<file path="src/rtl/uart_ram_arbiter.sv">
// Arbitrates servant_ram between the CPU Wishbone master and a single-byte UART RX write-back buffer.
// Optional UART_ARB_WRAP_IRQ_EN adds o_wrap_irq, a one-cycle pulse after the RX pointer wraps.
module uart_ram_arbiter #(
    parameter logic [31:0] ADR_LL = 32'h00C00000,
    parameter logic [31:0] ADR_UL = 32'h00C10000
) (
    input  logic        i_wb_clk,
    input  logic        i_wb_rst,
    input  logic [31:0] i_cpu_adr,
    input  logic [31:0] i_cpu_dat,
    input  logic [3:0]  i_cpu_sel,
    input  logic        i_cpu_cyc,
    input  logic        i_cpu_we,
    output logic [31:0] o_cpu_rdt,
    output logic        o_cpu_ack,
    input  logic        i_rx_done,
    input  logic [7:0]  i_rx_dat,
    output logic [31:0] o_ram_adr,
    output logic [31:0] o_ram_dat,
    output logic [3:0]  o_ram_sel,
    output logic        o_ram_cyc,
    output logic        o_ram_we,
    input  logic [31:0] i_ram_rdt,
    input  logic        i_ram_ack,
    output logic [31:0] o_wr_ptr,
`ifdef UART_ARB_WRAP_IRQ_EN
    output logic        o_wrap_irq,
`endif
    output logic        o_rx_overrun
);

    typedef enum logic [1:0] {
        S_IDLE = 2'd0,
        S_CPU  = 2'd1,
        S_RX   = 2'd2
    } state_t;

    state_t      r_state;
    state_t      w_state_nxt;
    logic        r_pending;
    logic [7:0]  r_byte;
    logic [31:0] r_wr_ptr;
    logic        r_last_rx;
    logic        r_overrun;
    logic        w_rx_ack;
    logic        w_wrap;
    logic [31:0] w_ptr_nxt;

    assign w_rx_ack  = (r_state == S_RX) && i_ram_ack;
    assign w_wrap    = w_rx_ack && (r_wr_ptr == ADR_UL);
    assign w_ptr_nxt = (r_wr_ptr == ADR_UL) ? ADR_LL : r_wr_ptr + 32'd1;

    assign o_wr_ptr     = r_wr_ptr;
    assign o_rx_overrun = r_overrun;
    assign o_cpu_rdt    = i_ram_rdt;

    always_ff @(posedge i_wb_clk) begin
        if (i_wb_rst) begin
            r_state   <= S_IDLE;
            r_pending <= 1'b0;
            r_byte    <= '0;
            r_wr_ptr  <= ADR_LL;
            r_last_rx <= 1'b1;
            r_overrun <= 1'b0;
        end else begin
            r_state   <= w_state_nxt;
            r_overrun <= 1'b0;
            if (r_state == S_IDLE && w_state_nxt == S_CPU)
                r_last_rx <= 1'b0;
            else if (r_state == S_IDLE && w_state_nxt == S_RX)
                r_last_rx <= 1'b1;
            // A byte arriving on the same cycle its predecessor is acked refills the buffer
            if (i_rx_done && (!r_pending || w_rx_ack)) begin
                r_byte    <= i_rx_dat;
                r_pending <= 1'b1;
            end else begin
                if (i_rx_done)
                    r_overrun <= 1'b1;
                if (w_rx_ack)
                    r_pending <= 1'b0;
            end
            if (w_rx_ack)
                r_wr_ptr <= w_ptr_nxt;
        end
    end

`ifdef UART_ARB_WRAP_IRQ_EN
    logic r_wrap_irq;
    always_ff @(posedge i_wb_clk) begin
        if (i_wb_rst)
            r_wrap_irq <= 1'b0;
        else
            r_wrap_irq <= w_wrap;
    end
    assign o_wrap_irq = r_wrap_irq;
`else
    logic w_wrap_unused;
    assign w_wrap_unused = w_wrap;
`endif

    always_comb begin
        w_state_nxt = r_state;
        o_ram_adr   = '0;
        o_ram_dat   = '0;
        o_ram_sel   = '0;
        o_ram_cyc   = 1'b0;
        o_ram_we    = 1'b0;
        o_cpu_ack   = 1'b0;
        case (r_state)
            S_IDLE: begin
                if (i_cpu_cyc && r_pending)
                    w_state_nxt = r_last_rx ? S_CPU : S_RX;
                else if (i_cpu_cyc)
                    w_state_nxt = S_CPU;
                else if (r_pending)
                    w_state_nxt = S_RX;
            end
            S_CPU: begin
                o_ram_adr = i_cpu_adr;
                o_ram_dat = i_cpu_dat;
                o_ram_sel = i_cpu_sel;
                o_ram_we  = i_cpu_we;
                o_ram_cyc = 1'b1;
                o_cpu_ack = i_ram_ack;
                if (i_ram_ack)
                    w_state_nxt = S_IDLE;
            end
            S_RX: begin
                o_ram_adr = r_wr_ptr;
                o_ram_dat = {4{r_byte}};
                o_ram_sel = 4'b0001 << r_wr_ptr[1:0];
                o_ram_we  = 1'b1;
                o_ram_cyc = 1'b1;
                if (i_ram_ack)
                    w_state_nxt = S_IDLE;
            end
            default: w_state_nxt = S_IDLE;
        endcase
    end

endmodule

</file>
<file path="config.mk">
export PLATFORM = sky130hd
export DESIGN_NAME = uart_ram_arbiter
export DESIGN_NICKNAME = d
export VERILOG_FILES = /design/src/rtl/uart_ram_arbiter.sv
export SDC_FILE = /design/constraint.sdc
export NUM_CORES = 1
export LEC_CHECK = 0
export BUFFER_PORTS_ARGS = -buffer_cell sky130_fd_sc_hd__buf_2
export CORE_ASPECT_RATIO = 0.9
export CORE_UTILIZATION = 40
export DETAILED_ROUTE_END_ITERATION = 7
export PLACE_DENSITY = 0.78
export SYNTH_ARGS = -nofsm -noshare
export SYNTH_HDL_FRONTEND = slang
export SYNTH_SLANG_ARGS = --single-unit
</file>
<file path="constraint.sdc">
create_clock -name i_wb_clk -period 2.6 [get_ports i_wb_clk]
set_input_delay 0.26 -clock i_wb_clk [delete_from_list [all_inputs] [get_ports i_wb_clk]]
set_output_delay 0.26 -clock i_wb_clk [all_outputs]
set_load 0.05 [all_outputs]
</file>
**Word-level counts from Yosys, hierarchy flattened**

Index checks and enable logic that the tools add are counted.

- Logic and storage cells: 43
- Register bits after elaboration: 45
- Input bits: 114
- Output and inout bits: 136

- Reductions and logical operators: 12
- Add/sub/neg operators: 1
- Multiplexer cells: 18
- Eq/ne operators: 5
- Shift operators: 1

Operator list:

| cell | number |
|---|---|
| case mux 32 bit (2 select lines) | 2 |
| adder 32 x 1 -> 32 bit, second input constant | 1 |
| == test 32 x 24 -> 1 bit, second input constant | 1 |
| two-way mux 32 bit | 1 |
| two-way mux 2 bit | 5 |
| case mux 4 bit (2 select lines) | 1 |
| two-way mux 1 bit | 7 |
| logical AND 1 bit | 5 |
| == test 2 x 1 -> 1 bit, second input constant | 2 |
| == test 2 bit, second input constant | 2 |
| case mux 2 bit (2 select lines) | 1 |
| nonzero test 2 bit | 2 |
| OR reduction 2 bit | 2 |
| << shifter 1 x 2 -> 4 bit, first input constant | 1 |
| logical NOT 2 bit | 1 |
| case mux 1 bit (2 select lines) | 1 |
| logical NOT 1 bit | 1 |
| logical OR 1 bit | 1 |

**Longest topological paths before layout**

Gate-level depths: netlist of run 1.

- Depth in word-level cells: 8
- Mapped depth: 7
- Depth with buffers taken out: 6

**Least setup slack after synthesis of run 1**

Ideal clock, no wire load.

- Path kind: reg2out
- Start: reg r_state[0]
- End: out o_ram_dat[10]
- Path buffers: 1
- Stages on the path, launching flop included: 5
- Path slack: -0.201 ns
- Data arrival time: 2.541 ns
- Data required time: 2.340 ns
- Path through: dfxtp_1 > inv_1 > ha_1 > clkbuf_1 > a21boi_0

- Longest elaborated chain between the ends: 2
- Elaborated cells on any way between the ends: 3
- Those cells by class: 2 x eq/ne; 1 x mux

Ends and longest elaborated chain:

| element | RTL line | RTL |
|---|---|---|
| start, declared | 38 | `state_t r_state;` |
| start signal, assigned | 66 | `r_state <= w_state_nxt;` |
| == test 2 bit or == test 2 x 1 -> 1 bit (tied branches) | 109 | `case (r_state)` |
| case mux 32 bit (2 select lines) (*) | 109 |  |
| end, declared | 19 | `output logic [31:0] o_ram_dat,` |

Every way passes the cells marked *; elsewhere a longest branch is shown, timed or not.

**Final worst setup path of run 1**

- Start: reg r_state[1]
- End: out o_ram_dat[9]

The elaborated chain is that of the path after synthesis.

==> reports/results.ini, run 1 <==
[placed_design]
place_ws_ns=0.370
gp_congestion=0.880
portBuffers=185
dp_hpwl_um=9030

[hold_path]
hold_start=i_rx_dat[2]
hold_path_depth=3
hold_end=r_byte[2]
hold_class=in2reg

[power_and_ir_drop]
clkPwrFrac_pct=26.5
leakage_nw=1.91
p_sw_share_pct=37.9
peakVddDrop_mv=0.241
combPwrFrac_pct=38.8
p_int_mw=1.30
power_switching_uw=791
seqPwrFrac_pct=34.6
power_density_mw_per_mm2=474

[layout]
antenna_cells=0
drive_gt1_share_pct=35.7
final_nets=732
area_growth_syn_to_layout_pct=25.7

[setup_path]
reg2reg_depth=7
path_max_fanout=23
crit_required_ns=2.34
r2r_slack_ns=0.32
rr_startpoint=o_wr_ptr[0]
setup.worst_path.end_class=output pin
critical_path_arrival_ns=2.09
worstReg2RegEnd=o_wr_ptr[15]
path_class=reg2out
startpoint_type=flip-flop

[clock_network]
htree_levels=2
cts-root-buf=clkbuf_8
cts_setup_buffers=0
cts.reportedPaths.clkPinSlew_ns=0.09
clock_sinks=45
cts_tree=built
clock_path_buffers=2
cts_resized=0
clkLatencyLatePin_ns=0.30
cts_made_buffers=5
ctsHoldBuffers=0

[routing]
drc=0
ant_nets=0
wl_um=11600
dr.pass1.iters=4
dr_total_vias=3967
viasPerCell=5.43
dr.first_iter.drc_count=203
wl_per_cell_um=15.9

[grt]
track_usage_pct=25.2
grt_first_pass_wirelength_um=18400
grt_pass1_vias=3800
grt_start_max_net_pins=31
grt-ovfl-total=0
antenna_found_initial=0

[synthesis]
ys_top_cells_by_count=nand2_1, dfxtp_1, nor2b_1, a22oi_1
synth_nets=597
yosysTopAreaCell=dfxtp_1
ys_seq_area_share_pct=25.7
synth.most_common_cell=nand2_1
synthTopCellsByArea=dfxtp_1, a22oi_1, a21boi_0
synth_top_flop_cell=dfxtp_1
synthArstFlopShare_pct=0
synth_area_per_cell_um2=7.38
yosys_warnings=0
ys_types=47
syn_area_mm2=0.00351
syn_inst=475
synth_top_area_share_pct=25.7
synth.ff_latch_count=45
synth_edf_count=0

[sta]
fmax_mhz=426
fin_crit_sh_pct=90.2
clock_skew_ns=0.00914
hold_viol=0
hold-worst-slack_ns=0.204
final.min_clock_period_ns=2.35
fin_ws_ns=0.254
final_max_slew_viol_count=0
setup_viol_count_final=0
rsz0062_at_grt=false
worst_pin_slew_ns=0.376
slew_headroom_pct=74.7

[floorplanning]
ioPinCount=250
fp-row-count=32
die_h_um=90.8
die_w_um=101
die_area_mm2=0.00914
coreArea_mm2=0.00853
start_util_pct=41.1

[status]
status=finished, final reports clean

[job]
max_cap_viol_count=0

==> how the worst max path moves through the flow <==
stage / slack [ns] / start / endpoint / depth (start not counted)
3_5_place_dp: 0.37 / r_state[0] / o_wr_ptr[15] / 7
4_1_cts: 0.24 / r_state[0] / o_ram_dat[28] / 5
3_3_place_gp: 0.48 / o_wr_ptr[0] / o_wr_ptr[22] / 5
5_1_grt: 0.1 / r_state[1] / o_ram_dat[9] / 5
2_1_floorplan: -0.20 / r_state[0] / o_ram_dat[10] / 4
6_report: 0.25 / r_state[1] / o_ram_dat[9] / 5
==> cells in the final DEF, fill, tap and decap left out, types with 11 or more instances in the layout <==
cell type / count
buf_2: 185
nand2_1: 63
dfxtp_1: 45
nor2b_1: 38
a22oi_1: 36
a21oi_1: 25
a21boi_1: 23
nand3_1: 21
inv_1: 14
nand4_1: 14
o21ai_0: 14
or3_1: 12
buf_4: 12
nor2_1: 11
==> logic make-up after synthesis <==
group           Yosys count  synth area share (%)
flops                    45                  25.7
simple gates            202                  31.2
buf+inv                  83                  12.8
xor+xnor                 11                  2.75
fa+ha+maj                 8                  2.86
compound gates          126                  24.7
==> critical path, stage by stage (launching register included) <==
cell and delay [ns]:
dfxtp_1 0.40, inv_1 0.09, ha_2 0.48, buf_4 0.26
a21boi_0 0.25, buf_2 0.31
==> state kept, by name, indices dropped and copies added, names as in the netlist <==
register,count
r_last_rx,1
o_rx_overrun,1
r_pending,1
r_state,2
r_byte,8
o_wr_ptr,32
==> area by class of cell <==
cell class	instances	area (µm²)
well taps	119	149
multi-input cells	347	2170
inverters	14	52.6
clock inverters	1	30.0
flip-flops and latches	45	901
repair buffers	197	1020
fillers	870	4120
clock buffers	7	86.3
==> layer usage <==
metal	global-route usage (%)	wire, µm
met4	7.49	206
met5	0	0
met1	27.9	4460
met3	5.73	919
met2	47.1	6040
==> power groups by stage <==
stage	clock network, mW	registers [mW]	logic [mW]
5_1_grt	0.587	0.725	0.872
3_3_place_gp	0	0.736	0.797
6_report	0.554	0.722	0.810
2_1_floorplan	0	0.739	0.717
4_1_cts	0.554	0.722	0.814
3_5_place_dp	0	0.738	0.812
==> stage by stage <==
step | cells | total power, mW | utilization (%) | cell area, µm² | setup TNS, ns
4_1_cts | 730 | 2.09 | 51.7 | 4410 | 0
3_5_place_dp | 722 | 1.55 | 50.3 | 4290 | 0
5_1_grt | 730 | 2.18 | 51.7 | 4410 | 0
2_1_floorplan | 475 | 1.46 | - | 3510 | -1.81
3_3_place_gp | 722 | 1.53 | 50.3 | 4290 | 0
6_report | 730 | 2.09 | 51.7 | 4410 | 0
Power figures use the tool's default switching activity.
==> run 2, diff against run 1 <==
==> config.mk (replaced) <==
export PLATFORM = sky130hd
export DESIGN_NAME = uart_ram_arbiter
export DESIGN_NICKNAME = d
export VERILOG_FILES = /design/src/rtl/uart_ram_arbiter.sv
export SDC_FILE = /design/constraint.sdc
export NUM_CORES = 1
export LEC_CHECK = 0
export CORE_ASPECT_RATIO = 0.9
export CORE_UTILIZATION = 40
export DETAILED_ROUTE_END_ITERATION = 7
export DONT_BUFFER_PORTS = 1
export PLACE_DENSITY = 0.53
export SYNTH_ARGS = -nofsm -noshare
export SYNTH_HDL_FRONTEND = slang
export SYNTH_SLANG_ARGS = --single-unit
==> reports/results.ini, run 2 (synthesis results as in run 1) <==
[layout]
area_growth_syn_to_layout_pct=21.5
layout_common_cells=buf_4, nand2_1, dfxtp_1
drive_gt1_share_pct=25.4
layout.cells.non_filler=647
largest_reg_flops=32
n_fill_cell=852
regArea_um2=901
antenna_cells=0
multi_input_area_mm2=0.00217
final_nets=649
final_common_cell=buf_4

[floorplanning]
die_w_um=101
fp-row-count=32
die_h_um=90.8
start_util_pct=41.1
die_area_mm2=0.00914
coreArea_mm2=0.00853
ioPinCount=250

[sta]
slew_headroom_pct=54.6
setup_viol_count_final=0
fmax_mhz=417
fin_ws_ns=0.200
fin_tns_setup_ns=0
fin_crit_sh_pct=92.3
hold_viol=0
rsz0062_at_grt=false
worst_pin_slew_ns=0.680
clock_skew_ns=0.00770
final_max_slew_viol_count=0
final.min_clock_period_ns=2.40
hold-worst-slack_ns=0.0247

[setup_path]
setup.worst_path.end_class=output pin
crit_required_ns=2.34
critical_path_arrival_ns=2.14
path_cells=inv_1 -> ha_2 -> buf_4 -> a21boi_1 -> buf_4
startpoint_type=flip-flop
path_buf_inv=3
path_max_fanout=30
crit_family=buffers and inverters
cp_slowest_cell=ha_2
cpMostUsedCell=buf_4
cp_slowest_stage_delay_ns=0.60
path_class=reg2out

[routing]
dr_total_vias=3687
viasPerCell=5.70
dr.pass1.iters=5
drc=0
ant_nets=0
wl_per_cell_um=18.1
dr.first_iter.drc_count=148
wl_um=11700

[clock_network]
cts_setup_buffers=0
ctsHoldBuffers=0
clock_path_buffers=2
clock_sinks=45
htree_levels=2
cts_resized=0
cts_tree=built
cts_made_buffers=5
clkLatencyLatePin_ns=0.29
cts-root-buf=clkbuf_8
cts.reportedPaths.clkPinSlew_ns=0.08

[job]
max_cap_viol_count=0

[placed_design]
gp_congestion=0.883
portBuffers=0
dp_hpwl_um=9170
place_ws_ns=0.398
dpl.cell_count=638

[power_and_ir_drop]
power_density_mw_per_mm2=484
total_power_mw=2.06
peakVddDrop_mv=0.223
leakage_nw=1.58

[hold_path]
hold_class=in2reg

[grt]
grt_first_pass_wirelength_um=17800
antenna_found_initial=0
grt_pass1_vias=3434
grt-ovfl-total=0
grt_start_max_net_pins=31
track_usage_pct=24.6

[status]
status=finished, final reports clean

run 2: changes by cell type in the layout (fill, tap and decap cells not counted):
cell,delta
dlygate4sd3_1,+1
buf_2,-185
buf_4,+100
buf_12,+1
a21boi_1,+9
a21boi_0,-9
run 2: path summary, 6_finish.rpt:
check,from,end,slack (ns),cells after the start
setup / recovery,r_state[1],o_ram_dat[24],0.20,5
hold / removal,i_wb_rst,r_byte[7],0.02,1
setup reg to reg,r_state[0],o_wr_ptr[22],0.37,6
hold reg to reg,r_byte[7],r_byte[7],0.46,2
run 2: layout make-up:
cell class              instances  share of cell area [%]
clock inverters                 1                   0.705
repair buffers                114                    20.4
inverters                      14                    1.23
clock buffers                   7                    2.03
multi-input cells             347                    51.0
flip-flops and latches         45                    21.1
well taps                     119                    3.49
run 2: routing by layer:
metal | vias to the layer above | track usage [%] | wire length [µm]
met5 | - | 0 | 0
met2 | 155 | 43.5 | 5920
met1 | 1749 | 30.3 | 4750
met4 | 0 | 6.04 | 134
li1 | 1765 | - | -
met3 | 18 | 4.80 | 875
run 2: report_power, final:
| part | internal (mW) | total (mW) | leakage [nW] | switching [mW] |
|---|---|---|---|---|
| Clock | 0.314 | 0.555 | 0.0585 | 0.241 |
| Combinational | 0.273 | 0.783 | 1.15 | 0.510 |
| Sequential | 0.706 | 0.724 | 0.365 | 0.0178 |
run 2: metrics by stage:
stage / cell area (µm²) / utilization [%]
finish: 4260 / 50.0
global route: 4260 / 50.0
CTS: 4250 / 49.8
detailed placement: 4130 / 48.5
global placement: 4130 / 48.5
floorplan: 3510 / -
